<file path="src/rtl/debug_unlock_ctrl.sv">
// debug_unlock_ctrl
//
// Control stage upstream of the locked data register. It raises Lock once boot provisioning
// completes, then grants time-limited debug sessions. Each request goes through a key check
// with a fixed delay. After MAX_FAIL consecutive wrong keys the block enters a permanent
// lockout, which only reset clears.
//
// Ports:
//   Clk        - clock, all logic on rising edge
//   resetn     - synchronous active-low reset
//   boot_done  - provisioning complete (level or pulse), honoured only in IDLE
//   dbg_req    - single-cycle debug session request, honoured only in LOCKED
//   dbg_key    - 16-bit key, captured with an accepted dbg_req
//   dbg_exit   - ends an active debug session
//   Lock       - lock command to the register
//   trusted    - trusted-write qualifier (DEBUG only)
//   debug_mode - debug session indicator (DEBUG only)
//   dbg_ack    - one-cycle pulse, key accepted
//   dbg_nack   - one-cycle pulse, key rejected
//   lockout    - permanent lockout indicator
//   fail_count - consecutive wrong keys, saturating at MAX_FAIL
//
// Every output is a register fed from the current state or a pending-pulse flag. As a result,
// outputs change one edge after the state transition that causes them.

module debug_unlock_ctrl #(
   parameter logic [15:0] UNLOCK_KEY     = 16'hA5C3,
   parameter int unsigned MAX_FAIL       = 3,
   parameter int unsigned CHECK_DELAY    = 8,
   parameter int unsigned SESSION_CYCLES = 1024
) (
   input  logic                            Clk,
   input  logic                            resetn,
   input  logic                            boot_done,
   input  logic                            dbg_req,
   input  logic [15:0]                     dbg_key,
   input  logic                            dbg_exit,
   output logic                            Lock,
   output logic                            trusted,
   output logic                            debug_mode,
   output logic                            dbg_ack,
   output logic                            dbg_nack,
   output logic                            lockout,
   output logic [$clog2(MAX_FAIL+1)-1:0]   fail_count
);

   localparam int unsigned FailW = $clog2(MAX_FAIL + 1);
   localparam int unsigned DlyW  = $clog2(CHECK_DELAY + 1);
   localparam int unsigned SessW = $clog2(SESSION_CYCLES + 1);

   localparam logic [DlyW-1:0]  DlyLoad   = DlyW'(CHECK_DELAY - 1);
   localparam logic [SessW-1:0] SessLoad  = SessW'(SESSION_CYCLES - 1);
   localparam logic [FailW-1:0] FailMax   = FailW'(MAX_FAIL);
   localparam logic [FailW-1:0] FailLast  = FailW'(MAX_FAIL - 1);

   typedef enum logic [2:0] {
      StIdle,
      StLocked,
      StCheck,
      StDebug,
      StLockout
   } state_e;

   state_e           r_state;
   state_e           w_state_d;
   logic [15:0]      r_key;
   logic [15:0]      w_key_d;
   logic [DlyW-1:0]  r_dly;
   logic [DlyW-1:0]  w_dly_d;
   logic [SessW-1:0] r_sess;
   logic [SessW-1:0] w_sess_d;
   logic [FailW-1:0] r_fail;
   logic [FailW-1:0] w_fail_d;
   // Verdict pulses are staged here so ack/nack line up with the state-derived outputs.
   logic             r_ack_pend;
   logic             w_ack_d;
   logic             r_nack_pend;
   logic             w_nack_d;

   always_comb begin
      w_state_d = r_state;
      w_key_d   = r_key;
      w_dly_d   = r_dly;
      w_sess_d  = r_sess;
      w_fail_d  = r_fail;
      w_ack_d   = 1'b0;
      w_nack_d  = 1'b0;

      unique case (r_state)
         StIdle: begin
            if (boot_done) begin
               w_state_d = StLocked;
            end
         end

         StLocked: begin
            if (dbg_req) begin
               w_key_d   = dbg_key;
               w_dly_d   = DlyLoad;
               w_state_d = StCheck;
            end
         end

         StCheck: begin
            if (r_dly == '0) begin
               if (r_key == UNLOCK_KEY) begin
                  w_state_d = StDebug;
                  w_ack_d   = 1'b1;
                  w_fail_d  = '0;
                  w_sess_d  = SessLoad;
               end else begin
                  w_nack_d = 1'b1;
                  if (r_fail >= FailLast) begin
                     w_fail_d  = FailMax;
                     w_state_d = StLockout;
                  end else begin
                     w_fail_d  = r_fail + FailW'(1);
                     w_state_d = StLocked;
                  end
               end
            end else begin
               w_dly_d = r_dly - DlyW'(1);
            end
         end

         StDebug: begin
            if (dbg_exit || (r_sess == '0)) begin
               w_state_d = StLocked;
            end else begin
               w_sess_d = r_sess - SessW'(1);
            end
         end

         StLockout: begin
            w_state_d = StLockout;
         end

         default: begin
            w_state_d = StIdle;
         end
      endcase
   end

   always_ff @(posedge Clk) begin
      if (!resetn) begin
         r_state     <= StIdle;
         r_key       <= '0;
         r_dly       <= '0;
         r_sess      <= '0;
         r_fail      <= '0;
         r_ack_pend  <= 1'b0;
         r_nack_pend <= 1'b0;
         Lock        <= 1'b0;
         trusted     <= 1'b0;
         debug_mode  <= 1'b0;
         dbg_ack     <= 1'b0;
         dbg_nack    <= 1'b0;
         lockout     <= 1'b0;
         fail_count  <= '0;
      end else begin
         r_state     <= w_state_d;
         r_key       <= w_key_d;
         r_dly       <= w_dly_d;
         r_sess      <= w_sess_d;
         r_fail      <= w_fail_d;
         r_ack_pend  <= w_ack_d;
         r_nack_pend <= w_nack_d;
         Lock        <= (r_state != StIdle);
         trusted     <= (r_state == StDebug);
         debug_mode  <= (r_state == StDebug);
         dbg_ack     <= r_ack_pend;
         dbg_nack    <= r_nack_pend;
         lockout     <= (r_state == StLockout);
         fail_count  <= r_fail;
      end
   end

endmodule

</file>
<file path="config.mk">
export PLATFORM = sky130hd
export DESIGN_NAME = debug_unlock_ctrl
export DESIGN_NICKNAME = d
export VERILOG_FILES = /design/src/rtl/debug_unlock_ctrl.sv
export SDC_FILE = /design/constraint.sdc
export NUM_CORES = 1
export LEC_CHECK = 0
export ABC_AREA = 1
export CAP_MARGIN = 20
export CELL_PAD_IN_SITES_DETAIL_PLACEMENT = 1
export CELL_PAD_IN_SITES_GLOBAL_PLACEMENT = 1
export CORE_UTILIZATION = 40
export DETAILED_ROUTE_END_ITERATION = 16
export GPL_TIMING_DRIVEN = 0
export PLACE_DENSITY = 0.86
export SLEW_MARGIN = 40
export SYNTH_ARGS = -nofsm -noshare
export SYNTH_HDL_FRONTEND = slang
export SYNTH_SLANG_ARGS = --single-unit
</file>
<file path="constraint.sdc">
create_clock -name Clk -period 3.9 [get_ports Clk]
set_clock_uncertainty 0.15 [all_clocks]
set_input_delay 0.78 -clock Clk [delete_from_list [all_inputs] [get_ports Clk]]
set_output_delay 0.78 -clock Clk [all_outputs]
set_load 0.01 [all_outputs]
</file>
Word level (Yosys, flattened, before mapping)
Index checks and enable logic that the tools add are counted.
{ "classes": {"n_addsub": 3, "n_reduce_logical": 13, "order_cmp": 1, "mux": 18, "n_eq_ne": 12} }
{ "ops": {"columns": ["operator", "count"], "rows": [
  ["$mux 11", 3],
  ["$pmux 11 s2", 1],
  ["$mux 3", 6],
  ["$eq 16x16->1 const B", 1],
  ["$pmux 3 s5", 1],
  ["$ne 2x2->1 const B", 7],
  ["$logic_not 11->1", 1],
  ["$sub 11x1->11 const B", 1],
  ["$mux 4", 2],
  ["$pmux 4 s2", 1],
  ["$reduce_and 4->1", 2],
  ["$eq 3x2->1 const B", 2],
  ["$reduce_and 3->1", 2],
  ["$logic_not 4->1", 1],
  ["$mux 2", 2],
  ["$reduce_and 2->1", 2],
  ["$reduce_bool 2->1", 2],
  ["$sub 4x1->4 const B", 1],
  ["$eq 3x1->1 const B", 1],
  ["$eq 3x3->1 const B", 1],
  ["$logic_not 3->1", 1],
  ["$reduce_bool 3->1", 1],
  ["$add 2x1->2 const B", 1],
  ["$ge 2x2->1 const B", 1],
  ["other kinds (2)", 3]
]} }
{ "totals": {"regBits": 45, "output_inout_bits": 8, "elab_cells": 60} }

Longest topological paths before layout
Gate-level depths: netlist of the first run.
{ "logic_depth": {"word_depth": 5, "ltp_mapped": 10, "depth_no_buf": 10} }

Worst setup path before layout of the first run
No wires, ideal clock.
{ "synth_path": {"kind": "input port to flip-flop", "startpoint": "input port resetn", "endpoint": "register Lock", "path_stages": 4, "n_path_buf": 2, "arrival_ns": 1.452, "setup_ns": 0.130, "slack_ns": 2.168, "cell_sequence": "clkbuf_1 inv_1 buf_1 nor2_1"} }
{ "synth_lines": {"columns": ["element", "line_no", "rtl"], "rows": [
  ["from (decl)", "33", "input logic resetn,"],
  ["to (signal assigned)", "168", "Lock <= (r_state != StIdle);"],
  ["to (decl)", "38", "output logic Lock,"]
]} }
No word-level cell between the ends.

Final worst setup path of the first run
{ "layout_path": {"startpoint": "input port resetn", "endpoint": "register r_state[1]"} }
{ "layout_lines": {"columns": ["element", "line_no", "rtl"], "rows": [
  ["to (signal assigned)", "146", "r_state <= StIdle;"],
  ["to (signal assigned)", "161", "r_state <= w_state_d;"],
  ["to (decl)", "64", "state_e r_state;"]
]} }
No word-level cell between the ends.

==> run metrics, run 1 <==
worst skew pair latency=0.30 ns; syn avg cell area=between 7 and 8 µm²; die area=5630 µm²; Synth Instances=298; global-route wire length before repair=9170 µm; Max Clock Freq=433 MHz; initial DRC count=65; Global Route met3 Usage=0.0428; WP buf/inv=4; top-area cell type share of the netlist area=0.422; Global Route met2 Usage=0.390; Setup Fix Bufs, Post-CTS=0; gr usage total=0.218; TritonRoute pass-1 iters=4; Layout area overhead=21.3%; Syn. warnings=0; antenna-violating nets left=0; IO Pins=29; Fin Setup TNS=0 ns; clock tree buffer depth=2; root buf cell=clkbuf_8; vias in the first global route=2042; hold crit path type=reg -> reg; H-tree depth=2; vias per inst=4.95; Core Util, Final=0.507; I/O Buffers=28; slew of the pin with the lowest slew margin=roughly 0.55 ns; status=finished, final reports clean; Worst Path Arrival=approximately 2.4 ns; CTS tree=built; DP Wirelength=between 4000 and 5000 µm; Top Family by Delay on Critical Path=buffers and inverters; Pwr Density=approximately 450 nW/µm²; crit path cell chain=clkdlybuf4s50_1 > clkbuf_1 > inv_1 > buf_1 > a21oi_1; Max VDD drop=approximately 0.17 mV; Seq/Total Area, Yosys=0.422; CP Capture Type=flip-flop; P_leak=1.12 nW; critical path peak fanout=10; layout cells sized above 1=0.123; clock sink count=45; total grt overflow=0; GR Util met1=0.259; Tmin final=2.31 ns; Final Max Tran Viols=0; core box area=5110 µm²; largest area contributor in the netlist=dfxtp_1; Rows=26; per-cell routed wire length=13.2 µm; worst setup margin=1.59 ns; Fin. Hold Viols=0; pre-CTS WS=1.28 ns; critical path type=in -> reg; RSZ-0062 raised after global routing=no; Routability Congestion=0.839; Nets=356; initial antenna violation count=0; CP max-delay cell=clkdlybuf4s50_1; Initial Util=0.418; Slew HR=0.632; FF+latch count, synth=45; Post-route DRC=0; Inserted Clock Buffers=5; chip width=approximately 75 µm; Tcrit/Tclk final=0.592; crit start category=input pin; max-cap violations=0; number of diodes=0; slowest stage delay, CP=0.50 ns; Vias=1993; synth top area cells=dfxtp_1 (42%), nor2_1 (11%), nand2_1 (7.0%); Final setup viols=0; Crit path required time=3.97 ns; synthesized net count=321; Synth Cell Area=2130 µm²; die height=75.0 µm; CTS Hold Bufs=0; DRT Wirelength=5310 µm; Reg clk slew, reported paths=0.08 ns; Most Crowded Layer GR=met2; Unique masters post-synth=32; CTS resizes=0; largest net degree at the start of global routing=13
per-stage QoR:
| step | cell area, µm² | hold WS (ns) | cells | power, W |
|---|---|---|---|---|
| final | 2590 | 0.276 | 403 | 0.00117 |
| after global routing | 2590 | 0.299 | 403 | 0.00125 |
| after CTS | 2590 | 0.282 | 403 | 0.00118 |
| after detailed placement | 2500 | 0.262 | 396 | 0.000890 |
| after global placement | 2500 | 0.249 | 396 | 0.000865 |
| after floorplan | 2130 | 0.240 | 298 | 0.000784 |
per-layer routing:
metal | part of all wire | up-vias | routed length, µm
met1 | 0.45 | 952 | 2400
met3 | 0.023 | 10 | 124
met5 | 0 | - | 0
li1 | - | 1008 | -
met4 | 0.019 | 0 | 102
met2 | 0.50 | 23 | 2680
path summary, 6_finish.rpt:
path	from	endpoint	slack (ns)	depth (start not counted)
worst min register to register	r_ack_pend	dbg_ack	0.28	2
worst max register to register	r_sess[0]	r_sess[4]	2.08	10
worst min-delay path	r_ack_pend	dbg_ack	0.28	2
worst max-delay path	resetn	r_state[1]	1.59	5
registers in the layout (all words and copies together), names as in the netlist, 2 cells and up:
name / flops
r_state: 3
r_key: 16
fail_count: 2
r_sess: 11
r_dly: 4
r_fail: 2
Yosys cell counts (all sizes together):
library cell,number
buf,6
a31oi,2
and3,1
or2,3
nor2,68
nand4,2
clkbuf,4
ha,2
nand3,23
inv,40
o211ai,1
o21ai,32
a21oi,14
nand2,49
nor3b,1
dfxtp,45
nor3,3
xor2,2
cells by family (layout without fill, tap and decap cells):
kind of cell,after synthesis,in the layout,share of synthesized area
and+or+nand+nor,150,150,0.332
buffers and inverters,50,85,0.0997
adders and majority gates,2,2,0.0117
xor gates and xnor gates,2,2,0.00821
DFF,45,45,0.422
AOI/OAI and AO/OA,49,49,0.126
area by class of cell:
cell class	count	area [µm²]
flip-flops and latches	45	901
inverters	40	150
plain buffers	10	62.6
multi-input cells	203	1020
repair buffers	28	280
clock buffers	7	86.3
well taps	70	87.6
fillers	689	2520
cells in the final DEF (no fill, tap or decap), types with 6 or more instances in the layout:
| cell | count |
|---|---|
| inv_1 | 38 |
| nor2_1 | 63 |
| nand2_2 | 7 |
| a21oi_1 | 9 |
| clkdlybuf4s50_1 | 28 |
| clkbuf_8 | 6 |
| o21ai_0 | 28 |
| dfxtp_1 | 45 |
| nand3_1 | 19 |
| nand2_1 | 40 |
worst reg2reg max path, cell delays in order, from the launching register on:
cell	delay (ns)
dfxtp_1	0.31
inv_1	0.11
ha_1	0.21
nand3_2	0.16
nor2_4	0.16
nand3_2	0.13
nand2_4	0.11
nand2_4	0.06
buf_8	0.15
o21ai_1	0.12
nor2_1	0.04
where the power goes:
part	internal [W]	switching, W	leakage, nW
logic	0.000119	0.000194	0.711
clock network	0.000141	0.000152	0.0443
registers	0.000525	0.0000401	0.365
Power figures use the tool's default switching activity.
==> run 2: changes to the inputs <==
- CORE_UTILIZATION: 40 -> 39
- PLACE_DENSITY: 0.86 -> 0.85
- clock period: 3.9 -> 2.31 ns (I/O delays scaled with it)
==> run metrics, run 2 (synthesis results as in run 1) <==
DRT Wirelength=about 5600 µm; pre-CTS WS=0.0307 ns; hold slack final=~0.29 ns; gr usage total=0.216; clock sink count=45; DP Wirelength=4090 µm; Layout area overhead=22.1%; max FFs per register=16; Post-Layout Cell Count=around 400; initial antenna violation count=0; Pwr Total=0.00207 W; core box area=roughly 5200 µm²; chip width=76.0 µm; most frequent cells in the layout=nor2_1 (63), dfxtp_1 (45), nand2_1 (40); clock tree buffer depth=2; Fin. Hold Viols=0; slew of the pin with the lowest slew margin=between 0.5 and 0.6 ns; largest registers=r_key: 16 flops, r_sess: 11 flops, r_dly: 4 flops; Crit path required time=between 2 and 2.5 ns; worst hold start=r_ack_pend; status=finished, final reports clean; die area=5770 µm²; IO Pins=29; R2R setup slack=0.42 ns; Rows=26; Biggest register=r_key; Final setup viols=0; initial DRC count=between 40 and 50; Worst R2R Path Depth=9; critical path type=in -> reg; H-tree depth=2; global-route wire length before repair=approximately 10000 µm; I/O Buffers=28; Routability Congestion=0.850; Post-route DRC=0; commonest non-fill, non-tap cell in the layout=nor2_1; Slew HR=0.638; r2r endpoint=r_sess[2]; Initial Util=0.412; Pwr Density=approximately 800 nW/µm²; hold endpoint=dbg_ack; root buf cell=clkbuf_8; CTS Hold Bufs=0; Fin Setup TNS=0 ns; Tmin final=1.94 ns; Reg clk slew, reported paths=roughly 0.090 ns; Max Clock Freq=approximately 510 MHz; Inserted Clock Buffers=5; Tcrit/Tclk final=0.841; total grt overflow=0; per-cell routed wire length=13.9 µm; P_leak=1.13 nW; CTS resizes=0; worst skew pair latency=0.30 ns; worst setup margin=0.368 ns; Worst Path Arrival=2.02 ns; largest net degree at the start of global routing=14; CP Capture Type=flip-flop; Final Max Tran Viols=0; max-cap violations=0; number of diodes=0; hold crit path type=reg -> reg; die height=76.0 µm; Placed Cells incl. Taps=396; Vias=1979; RSZ-0062 raised after global routing=no; Nets=356; worst hold stages=2; TritonRoute pass-1 iters=4; antenna-violating nets left=0; CTS tree=built; Max VDD drop=0.320 mV; critical path peak fanout=10; Setup Fix Bufs, Post-CTS=0; vias per inst=4.91; r2r startpoint=r_dly[0]; layout cells sized above 1=0.126; vias in the first global route=2229; crit start category=input pin
-- run 2: cell types whose count changed in the layout (fill, tap and decap cells not counted), sizes merged --
cell / previous run / this run
clkinv: 0 / 1
clkbuf: 11 / 9
bufinv: 0 / 1
-- run 2: where the power goes --
part           leakage (nW)  switching, W  total (W)  internal, W
clock                0.0540      0.000268   0.000583     0.000315
combinational         0.711      0.000332   0.000534     0.000201
sequential            0.365     0.0000690   0.000955     0.000886
total                  1.13      0.000670    0.00207      0.00140
-- run 2: final cells by class --
type / count / area (µm²)
multi-input combinational: 203 / 1020
buffer: 10 / 62.6
sequential: 45 / 901
fill: 657 / 2570
timing repair buffer: 28 / 280
tap: 70 / 87.6
clock buffer: 5 / 68.8
inverter: 40 / 150
clock inverter: 2 / 35.0
-- run 2: how the worst max path moves through the flow --
stage	start	endpoint	slack, ns	depth (start not counted)
floorplan	r_sess[0]	r_sess[6]	0.68	10
global placement	resetn	r_state[1]	0.06	5
detailed placement	resetn	debug_mode	0.03	5
CTS	resetn	r_key[8]	0.35	5
global route	resetn	r_state[0]	0.19	5
finish	resetn	r_key[8]	0.37	5
-- run 2: through the flow --
stage / util / instance area, µm²
global placement: 0.484 / 2500
global route: 0.504 / 2610
CTS: 0.504 / 2610
floorplan: - / 2130
detailed placement: 0.484 / 2500
finish: 0.504 / 2610
-- run 2: worst max-delay path, stage by stage --
cell and delay, ns:
clkdlybuf4s50_1 0.49, clkbuf_1 0.38, clkbuf_1 0.39, o21ai_0 0.18
nor2_1 0.12
-- run 2: routing by layer --
layer  part of all wire  up-vias  routed length (µm)  global-route usage
met5                  0        -                   0                   0
met4              0.014        0                  80              0.0788
met3              0.023       10                 130              0.0361
met2               0.51       24                2880               0.402
met1               0.45      943                2500               0.247
li1                   -     1002                   -                   -
==> run 3: changes to the inputs <==
- clock period: 2.31 -> 1.92 ns (I/O delays scaled with it)
==> run metrics, run 3 (synthesis results as in run 1) <==
Max Clock Freq=554 MHz; Reg clk slew, reported paths=0.09 ns; clock tree buffer depth=2; vias per inst=around 4.9; Rows=26; largest net degree at the start of global routing=14; critical path type=reg -> out; initial DRC count=just under 80; WP depth=2; combinational fraction of design power=0.265; Pwr Density=about 950 nW/µm²; worst skew pair latency=around 0.3 ns; Final Cell Area=2660 µm²; core box area=just over 5000 µm²; root buf cell=clkbuf_8; slew of the pin with the lowest slew margin=approximately 0.53 ns; I/O Buffers=28; H-tree depth=2; Clock power frac=0.280; Final setup viols=0; RSZ-0062 raised after global routing=no; Routability Congestion=0.850; gr usage total=0.216; max-cap violations=0; crit start category=flip-flop; most frequent cells in the layout=nor2_1 (63), dfxtp_1 (45), nand2_1 (39); Fin Setup TNS=0 ns; Core Util, Final=0.514; P_leak=about 1.2 nW; antenna-violating nets left=0; Biggest register=r_key; Reg power frac=0.455; Worst R2R Path Depth=10; CTS tree=built; die area=5770 µm²; DP Wirelength=4090 µm; crit path cell chain=buf_4 > clkdlybuf4s50_1; initial antenna violation count=0; Worst Path Arrival=between 1 and 1.5 ns; CP max-delay cell=clkdlybuf4s50_1; status=finished, final reports clean; vias in the first global route=around 2200; Sw Pwr=around 0.00082 W; IO Pins=29; slowest stage delay, CP=0.51 ns; Fin. Hold Viols=0; Inserted Clock Buffers=5; worst hold start=r_ack_pend; hold slack final=0.288 ns; chip width=76.0 µm; commonest non-fill, non-tap cell in the layout=nor2_1; cell-internal power=0.00170 W; per-cell routed wire length=14.3 µm; Worst Setup SP=debug_mode; largest registers=r_key: 16 flops, r_sess: 11 flops, r_dly: 4 flops; R2R setup slack=0.14 ns; worst setup margin=0.114 ns; Initial Util=0.412; Nets=approximately 360; total grt overflow=0; Tcrit/Tclk final=0.941; Tmin final=about 1.8 ns; r2r startpoint=r_sess[0]; crit path to=trusted; Crit path required time=roughly 1.4 ns; CP Capture Type=primary output; Final Max Tran Viols=0; pre-CTS WS=-0.281 ns; WP buf/inv=2; Slew HR=0.645; global-route wire length before repair=10000 µm; die height=about 76 µm; TritonRoute pass-1 iters=4; r2r endpoint=r_sess[0]; switch share=0.326; clock sink count=45; DRT Wirelength=5790 µm; Layout area overhead=24.6%; layout cells sized above 1=0.149; number of diodes=0; Max VDD drop=between 0.3 and 0.4 mV; Vias=2006; max FFs per register=16; hold crit path type=reg -> reg; Top Family by Delay on Critical Path=buffers and inverters; critical path peak fanout=2; Post-route DRC=0; Placed Area=2500 µm²
## run 3: changes by cell type in the layout (fill, tap and decap cells not counted), sizes merged
cell  delta
buf      +3
## run 3: worst min-delay path by stage
stage                           to  slack (ns)  cells past startpoint
after floorplan            dbg_ack        0.24                      2
after global placement    dbg_nack        0.25                      2
after detailed placement  dbg_nack        0.27                      2
after CTS                 dbg_nack        0.29                      2
after global routing      dbg_nack        0.33                      2
final                      dbg_ack        0.29                      2
## run 3: tightest hold or removal path, stage by stage, from the launching register on
cell     delay (ns)
dfxtp_1        0.31
nand2_1        0.05
inv_1          0.04
## run 3: power by group through the flow
stage	logic (W)	registers, W	clock network, W
2_1_floorplan	0.000440	0.00115	0
3_3_place_gp	0.000598	0.00116	0
3_5_place_dp	0.000632	0.00117	0
4_1_cts	0.000644	0.00115	0.000718
5_1_grt	0.000766	0.00117	0.000770
6_report	0.000671	0.00115	0.000708
## run 3: cell type report
type | count | area [µm²]
Clock buffer | 5 | 68.8
Tap cell | 70 | 87.6
Buffer | 10 | 63.8
Fill cell | 651 | 2510
Timing Repair Buffer | 31 | 303
Multi-Input combinational cell | 203 | 1050
Clock inverter | 2 | 35.0
Sequential cell | 45 | 901
Inverter | 40 | 150
## run 3: through the flow
| stage | instances | total power (W) |
|---|---|---|
| floorplan | 298 | 0.00159 |
| global placement | 396 | 0.00176 |
| detailed placement | 396 | 0.00180 |
| CTS | 403 | 0.00251 |
| global route | 406 | 0.00270 |
| finish | 406 | 0.00253 |
## run 3: what timing repair did
action                                  4_1_cts  5_1_grt
endpoints found under the setup margin        0       27
hold buffers                                  0        0
buffers inserted                              0        3
resized for setup                             0        8
## run 3: metal layers
metal	wire length, µm	part of all wire	track usage
met3	145	0.025	0.0361
met5	0	0	0
met4	97	0.017	0.0788
met2	3010	0.52	0.402
met1	2530	0.44	0.247
